### src/rtl/mem_region_decoder.sv
// Decodes one master memory port onto N_REGIONS ascending-base sub-memories and
// steers read data back through a RD_LATENCY-deep tag pipeline; counts out-of-range accesses.
module mem_region_decoder #(
  parameter int                          DATA_W      = 8,
  parameter int                          ADDR_W      = 8,
  parameter int                          N_REGIONS   = 3,
  parameter logic [N_REGIONS*ADDR_W-1:0] REGION_BASE = {8'h80, 8'h40, 8'h10},
  parameter int                          RD_LATENCY  = 1,
  parameter logic [DATA_W-1:0]           ERR_DATA    = 8'hFF,
  parameter int                          CNT_W       = 8
) (
  input  logic                          Clk,
  input  logic                          Rst,
  input  logic                          Cs,
  input  logic                          Wen,
  input  logic                          Oen,
  input  logic [ADDR_W-1:0]             Address,
  input  logic [DATA_W-1:0]             DataIn,
  output logic [DATA_W-1:0]             DataOut,
  output logic                          DataValid,
  output logic                          AddrErr,
  output logic [CNT_W-1:0]              ErrCnt,
  input  logic                          ErrCntClr,
  output logic [N_REGIONS-1:0]          RegCs,
  output logic                          RegWen,
  output logic                          RegOen,
  output logic [ADDR_W-1:0]             RegAddress,
  output logic [DATA_W-1:0]             RegDataIn,
  input  logic [N_REGIONS*DATA_W-1:0]   RegDataOut
);

  localparam int IDX_W = (N_REGIONS > 1) ? $clog2(N_REGIONS) : 1;

  function automatic logic [ADDR_W-1:0] base_of(input int i);
    return REGION_BASE[i*ADDR_W +: ADDR_W];
  endfunction

  function automatic logic [CNT_W-1:0] sat_add(input logic [CNT_W-1:0] a, input logic [1:0] n);
    logic [CNT_W:0] s;
    s = {1'b0, a} + (CNT_W+1)'(n);
    return s[CNT_W] ? {CNT_W{1'b1}} : s[CNT_W-1:0];
  endfunction

  logic [N_REGIONS-1:0] ge;
  logic [N_REGIONS-1:0] hit;
  logic [IDX_W-1:0]     hit_idx;
  logic                 miss;
  logic                 rd_req;

  // Bases ascend, so the hit region is the highest one whose base is <= Address.
  always_comb begin
    ge      = '0;
    hit_idx = '0;
    for (int i = 0; i < N_REGIONS; i++) begin
      ge[i] = (Address >= base_of(i));
      if (ge[i]) hit_idx = IDX_W'(i);
    end
    hit  = ge & ~(ge >> 1);
    miss = ~ge[0];
  end

  assign rd_req     = Cs & ~Wen & Oen;
  assign RegCs      = {N_REGIONS{Cs}} & hit;
  assign RegAddress = miss ? '0 : Address - base_of(int'(hit_idx));
  assign RegWen     = Wen;
  assign RegOen     = Oen;
  assign RegDataIn  = DataIn;

  logic [RD_LATENCY-1:0] tag_vld_q;
  logic [RD_LATENCY-1:0] tag_err_q;
  logic [IDX_W-1:0]      tag_idx_q [RD_LATENCY];
  logic [IDX_W-1:0]      sel_idx_q, sel_idx_d;
  logic                  sel_err_q, sel_err_d;
  logic                  wmiss_q, wmiss_d;
  logic [CNT_W-1:0]      err_cnt_q, err_cnt_d;
  logic                  ex_vld, ex_err;
  logic [IDX_W-1:0]      ex_idx;
  logic [1:0]            err_inc;

  assign ex_vld = tag_vld_q[RD_LATENCY-1];
  assign ex_err = tag_err_q[RD_LATENCY-1];
  assign ex_idx = tag_idx_q[RD_LATENCY-1];

  // The exiting tag wins the data mux; otherwise the last completed read's source is held.
  always_comb begin
    sel_idx_d = ex_vld ? ex_idx : sel_idx_q;
    sel_err_d = ex_vld ? ex_err : sel_err_q;
    DataOut   = ERR_DATA;
    if (!sel_err_d && int'(sel_idx_d) < N_REGIONS)
      DataOut = RegDataOut[int'(sel_idx_d)*DATA_W +: DATA_W];
    wmiss_d   = Cs & Wen & miss;
    err_inc   = {1'b0, ex_vld & ex_err} + {1'b0, wmiss_q};
    err_cnt_d = ErrCntClr ? '0 : sat_add(err_cnt_q, err_inc);
  end

  assign DataValid = ex_vld;
  assign AddrErr   = (ex_vld & ex_err) | wmiss_q;
  assign ErrCnt    = err_cnt_q;

  // ---- tag pipeline / control state ----
  always_ff @(posedge Clk or posedge Rst) begin
    if (Rst) begin
      tag_vld_q <= '0;
      sel_idx_q <= '0;
      sel_err_q <= 1'b0;
      wmiss_q   <= 1'b0;
      err_cnt_q <= '0;
    end else begin
      for (int k = RD_LATENCY-1; k > 0; k--) tag_vld_q[k] <= tag_vld_q[k-1];
      tag_vld_q[0] <= rd_req;
      sel_idx_q    <= sel_idx_d;
      sel_err_q    <= sel_err_d;
      wmiss_q      <= wmiss_d;
      err_cnt_q    <= err_cnt_d;
    end
  end

  // ---- tag payload, qualified by tag_vld_q ----
  always_ff @(posedge Clk) begin
    for (int k = RD_LATENCY-1; k > 0; k--) begin
      tag_idx_q[k] <= tag_idx_q[k-1];
      tag_err_q[k] <= tag_err_q[k-1];
    end
    tag_idx_q[0] <= hit_idx;
    tag_err_q[0] <= miss;
  end

endmodule

### config.mk
export PLATFORM = sky130hd
export DESIGN_NAME = mem_region_decoder
export DESIGN_NICKNAME = d
export VERILOG_FILES = /design/src/rtl/mem_region_decoder.sv
export SDC_FILE = /design/constraint.sdc
export NUM_CORES = 1
export LEC_CHECK = 0
export BUFFER_PORTS_ARGS = -buffer_cell sky130_fd_sc_hd__buf_4
export CAP_MARGIN = 20
export CORE_MARGIN = 2
export CORE_UTILIZATION = 25
export DETAILED_ROUTE_END_ITERATION = 8
export PLACE_DENSITY_LB_ADDON = 0.15
export SLEW_MARGIN = 15
export SYNTH_ARGS = -nofsm -noshare
export SYNTH_HDL_FRONTEND = slang
export SYNTH_SLANG_ARGS = --single-unit
### constraint.sdc
create_clock -name Clk -period 3.2 [get_ports Clk]
set_clock_uncertainty 0.1 [all_clocks]
set_input_delay 0.16 -clock Clk [delete_from_list [all_inputs] [get_ports Clk]]
set_output_delay 0.16 -clock Clk [all_outputs]
set_load 0.01 [all_outputs]
==> results.py <==
metrics = {
    "synth": {
        "synth_top_area_share_pct": 28.8,
        "synth_edf_count": 0,
        "ys.flop_type": "dfrtp_1",
        "synthesis.nets": 166,
        "synth_area_mm2": 0.00113,
        "synth-async-reset-ratio_pct": 81.3,
        "synth.distinct_cells": 39,
        "synth.largest_area_cell": "dfrtp_1",
        "avgSynthCellArea_um2": 9.66,
        "yosys-top-cells-area": "dfrtp_1 (29%), a22oi_2 (8.9%), mux2i_1 (7.1%), buf_4 (6.6%), dfxtp_1 (5.3%)",
        "synth-seq-cells": 16,
        "ys_seq_area_share_pct": 34.1,
        "yosysWarningCount": 0,
        "synthCells": 117,
    },
    "pwr": {
        "static-leakage-power_nw": 0.834,
        "power.ir.vdd_worst_v": 0.000155,
        "p_total_mw": 0.614,
        "p_per_area_mw_per_mm2": 366,
    },
    "hold_path": {
        "timing.hold.worst.class": "primary input to register",
    },
    "layout": {
        "fraction_of_final_layout_cells_sized_beyond_drive_strength_1_pct": 49.4,
        "sequential_cell_area_um2": 385,
        "fin_nets": 226,
        "layout.filler_cells": 441,
        "flow.area_growth_from_synthesis_pct": 48.6,
        "insertedDiodeCount": 0,
        "multi_input_gate_area_in_the_final_layout_um2": 632,
    },
    "worst_setup_path": {
        "timing.setup.critical_path_class": "primary input to output pin",
        "timing.critical_path.fanout_max": 6,
        "slowest_stage": "dlygate4sd3_1",
        "critPathMostFrequentCell": "buf_4",
        "critical-path-max-stage-delay_ns": 0.53,
        "crit_arrival_ns": 2.20,
        "crit_path_start_kind": "primary input",
        "timing.critical_path.cells": "dlygate4sd3_1, buf_4, or2_1, ha_1, nor3_1, o21ai_1, a21oi_1, buf_4",
        "worst_setup_path_end_kind": "output pin",
        "data_required_critical_path_ns": 2.94,
    },
    "placed_design": {
        "placement.io_buffers": 68,
        "detailedPlace.worstSlack_ns": 1.01,
        "gp_weighted_congestion": 0.825,
        "dp_hpwl_um": 2320,
    },
    "sta": {
        "timing.slew.headroom_pct": 67.5,
        "worst-slew-pin-transition_ns": 0.478,
        "setup_viol": 0,
        "final_critical_path_setup_slack_ns": 0.739,
        "grt_setup_unrepaired": "no",
        "fin_crit_sh_pct": 76.9,
        "finalSetupTns_ns": 0,
        "final-max-slew-violation-count": 0,
        "final_period_minus_worst_setup_slack_ns": 2.46,
        "finalHoldViolCount": 0,
        "achievable-frequency_ghz": 0.406,
    },
    "clock_tree": {
        "clock_latency_ns": 0.25,
        "h_tree_depth": 1,
        "cts_tree": "built",
        "clk_pin_slew_ns": 0.06,
        "cts_sinks": 16,
        "root_buffer": "clkbuf_8",
        "max-clock-path-buffers": 2,
        "cts_made_buffers": 3,
        "post_cts_resized": 0,
    },
    "routing": {
        "avg_vias_per_cell": 4.51,
        "detail_route.wl_per_cell_um": 12.4,
        "drt-initial-drc-count": 49,
        "vias": 1028,
        "wl_um": 2830,
        "drc_errors": 0,
        "route.antenna.remaining_nets": 0,
        "firstDrtPassIters": 4,
    },
    "floorplanning": {
        "dieWidth_um": 71.2,
        "ios": 85,
        "rows": 24,
        "coreArea_mm2": 0.00435,
        "die-height_um": 71.2,
        "die_area_mm2": 0.00507,
        "start_util_pct": 25.9,
    },
    "outcome": {
        "outcome": "complete, no violations",
    },
    "global_route": {
        "grt_pass1_wl_um": 4710,
        "grt_start_max_net_pins": 14,
        "vias_in_the_first_global_route": 1073,
        "global_route.overflow_total": 0,
        "total_global_route_track_usage_pct": 11.5,
        "number_of_antenna_violations_at_the_first_check_in_global_routing": 0,
    },
    "flow_run": {
        "max_cap_viol_count": 0,
    },
}
critical path: cells and delay by family:
| family | cells | cell delay, ns |
|---|---|---|
| and+or+nand+nor | 2 | 0.59 |
| adders and majority gates | 1 | 0.34 |
| AOI/OAI and AO/OA | 2 | 0.29 |
| buffers and inverters | 3 | 0.81 |
final timing paths:
path / from / endpoint / slack [ns] / depth (start not counted)
max in group asynchronous: Rst / sel_idx_q[0] / 2.26 / 3
hold reg to reg: tag_idx_q[0][0] / sel_idx_q[0] / 0.44 / 1
setup reg to reg: DataValid / ErrCnt[7] / 1.04 / 6
min in group asynchronous: Rst / ErrCnt[3] / 0.39 / 3
hold / removal: ErrCntClr / ErrCnt[2] / 0.03 / 2
setup / recovery: Address[7] / RegAddress[7] / 0.74 / 8
cell usage after synthesis (3+ instances only):
cell and n:
nor2b_1 7, and2_1 3, mux2i_1 8, buf_4 10, a31oi_1 3, nor3_1 3
nor2_1 14, dfrtp_1 13, clkbuf_1 3, a21oi_1 5, a22oi_2 8, dfxtp_1 3
nand2_1 3, inv_1 3
cell families (layout without fill, tap and decap cells):
kind of cell,Yosys count,after routing,synth area share (%)
DFF,16,16,34.1
adders and majority gates,3,3,3.99
and+or+nand+nor,46,46,23.9
xor gates and xnor gates,2,2,1.55
AOI/OAI and AO/OA,21,21,15.4
buffers and inverters,18,77,9.97
muxes,11,11,11.1
cell usage in the layout (no fill, tap or decap), drive strengths merged, types with 2 or more instances in the layout:
| cell type | instances |
|---|---|
| buf | 68 |
| nor2b | 7 |
| nand2 | 3 |
| o21ai | 3 |
| dfxtp | 3 |
| and4 | 2 |
| a21oi | 5 |
| clkbuf | 4 |
| inv | 3 |
| a22oi | 8 |
| a31oi | 3 |
| dlygate4sd3 | 2 |
| or2 | 2 |
| and3 | 2 |
| dfrtp | 13 |
| and2 | 4 |
| mux2i | 9 |
| ha | 2 |
| nor3b | 2 |
| nor2 | 15 |
| mux2 | 2 |
| nor3 | 4 |
cell type report:
class	instances	area share, %
tap	52	3.87
sequential	16	23.0
clock buffer	4	3.28
timing repair buffer	70	31.6
inverter	3	0.671
multi-input combinational	83	37.6
stage by stage:
stage	utilization (%)	hold WS, ns	std cells	instance area, um^2
finish	38.6	0.0293	228	1680
global route	38.6	0.0235	228	1680
CTS	38.6	0.0231	228	1680
detailed placement	36.8	0.134	222	1600
global placement	36.8	0.124	222	1600
floorplan	-	-0.0630	117	1130
routing by layer:
layer | GRT usage [%] | share of wire (%) | up-vias
li1 | - | - | 525
met1 | 12.4 | 41 | 465
met2 | 20.4 | 50 | 32
met3 | 4.78 | 7.5 | 6
met4 | 3.56 | 0.88 | 0
met5 | 0 | 0 | -
repair_timing:
item / 4_1_cts / 5_1_grt
endpoints found under the hold margin: 14 / 0
hold buffers: 2 / 0
endpoints found under the setup margin: 0 / 0
buffers inserted: 0 / 0
where the power goes:
group	internal [mW]	switching, mW	total (mW)
registers	0.209	0.00425	0.214
clock network	0.109	0.0678	0.177
logic	0.124	0.100	0.224
registers in the layout (all words and copies together) (netlist names):
register / flops
DataValid: 1
ErrCnt: 8
ex_err: 1
sel_err_q: 1
sel_idx_q: 2
tag_idx_q: 2
wmiss_q: 1
Note: power is estimated with default switching activity, not from simulation.
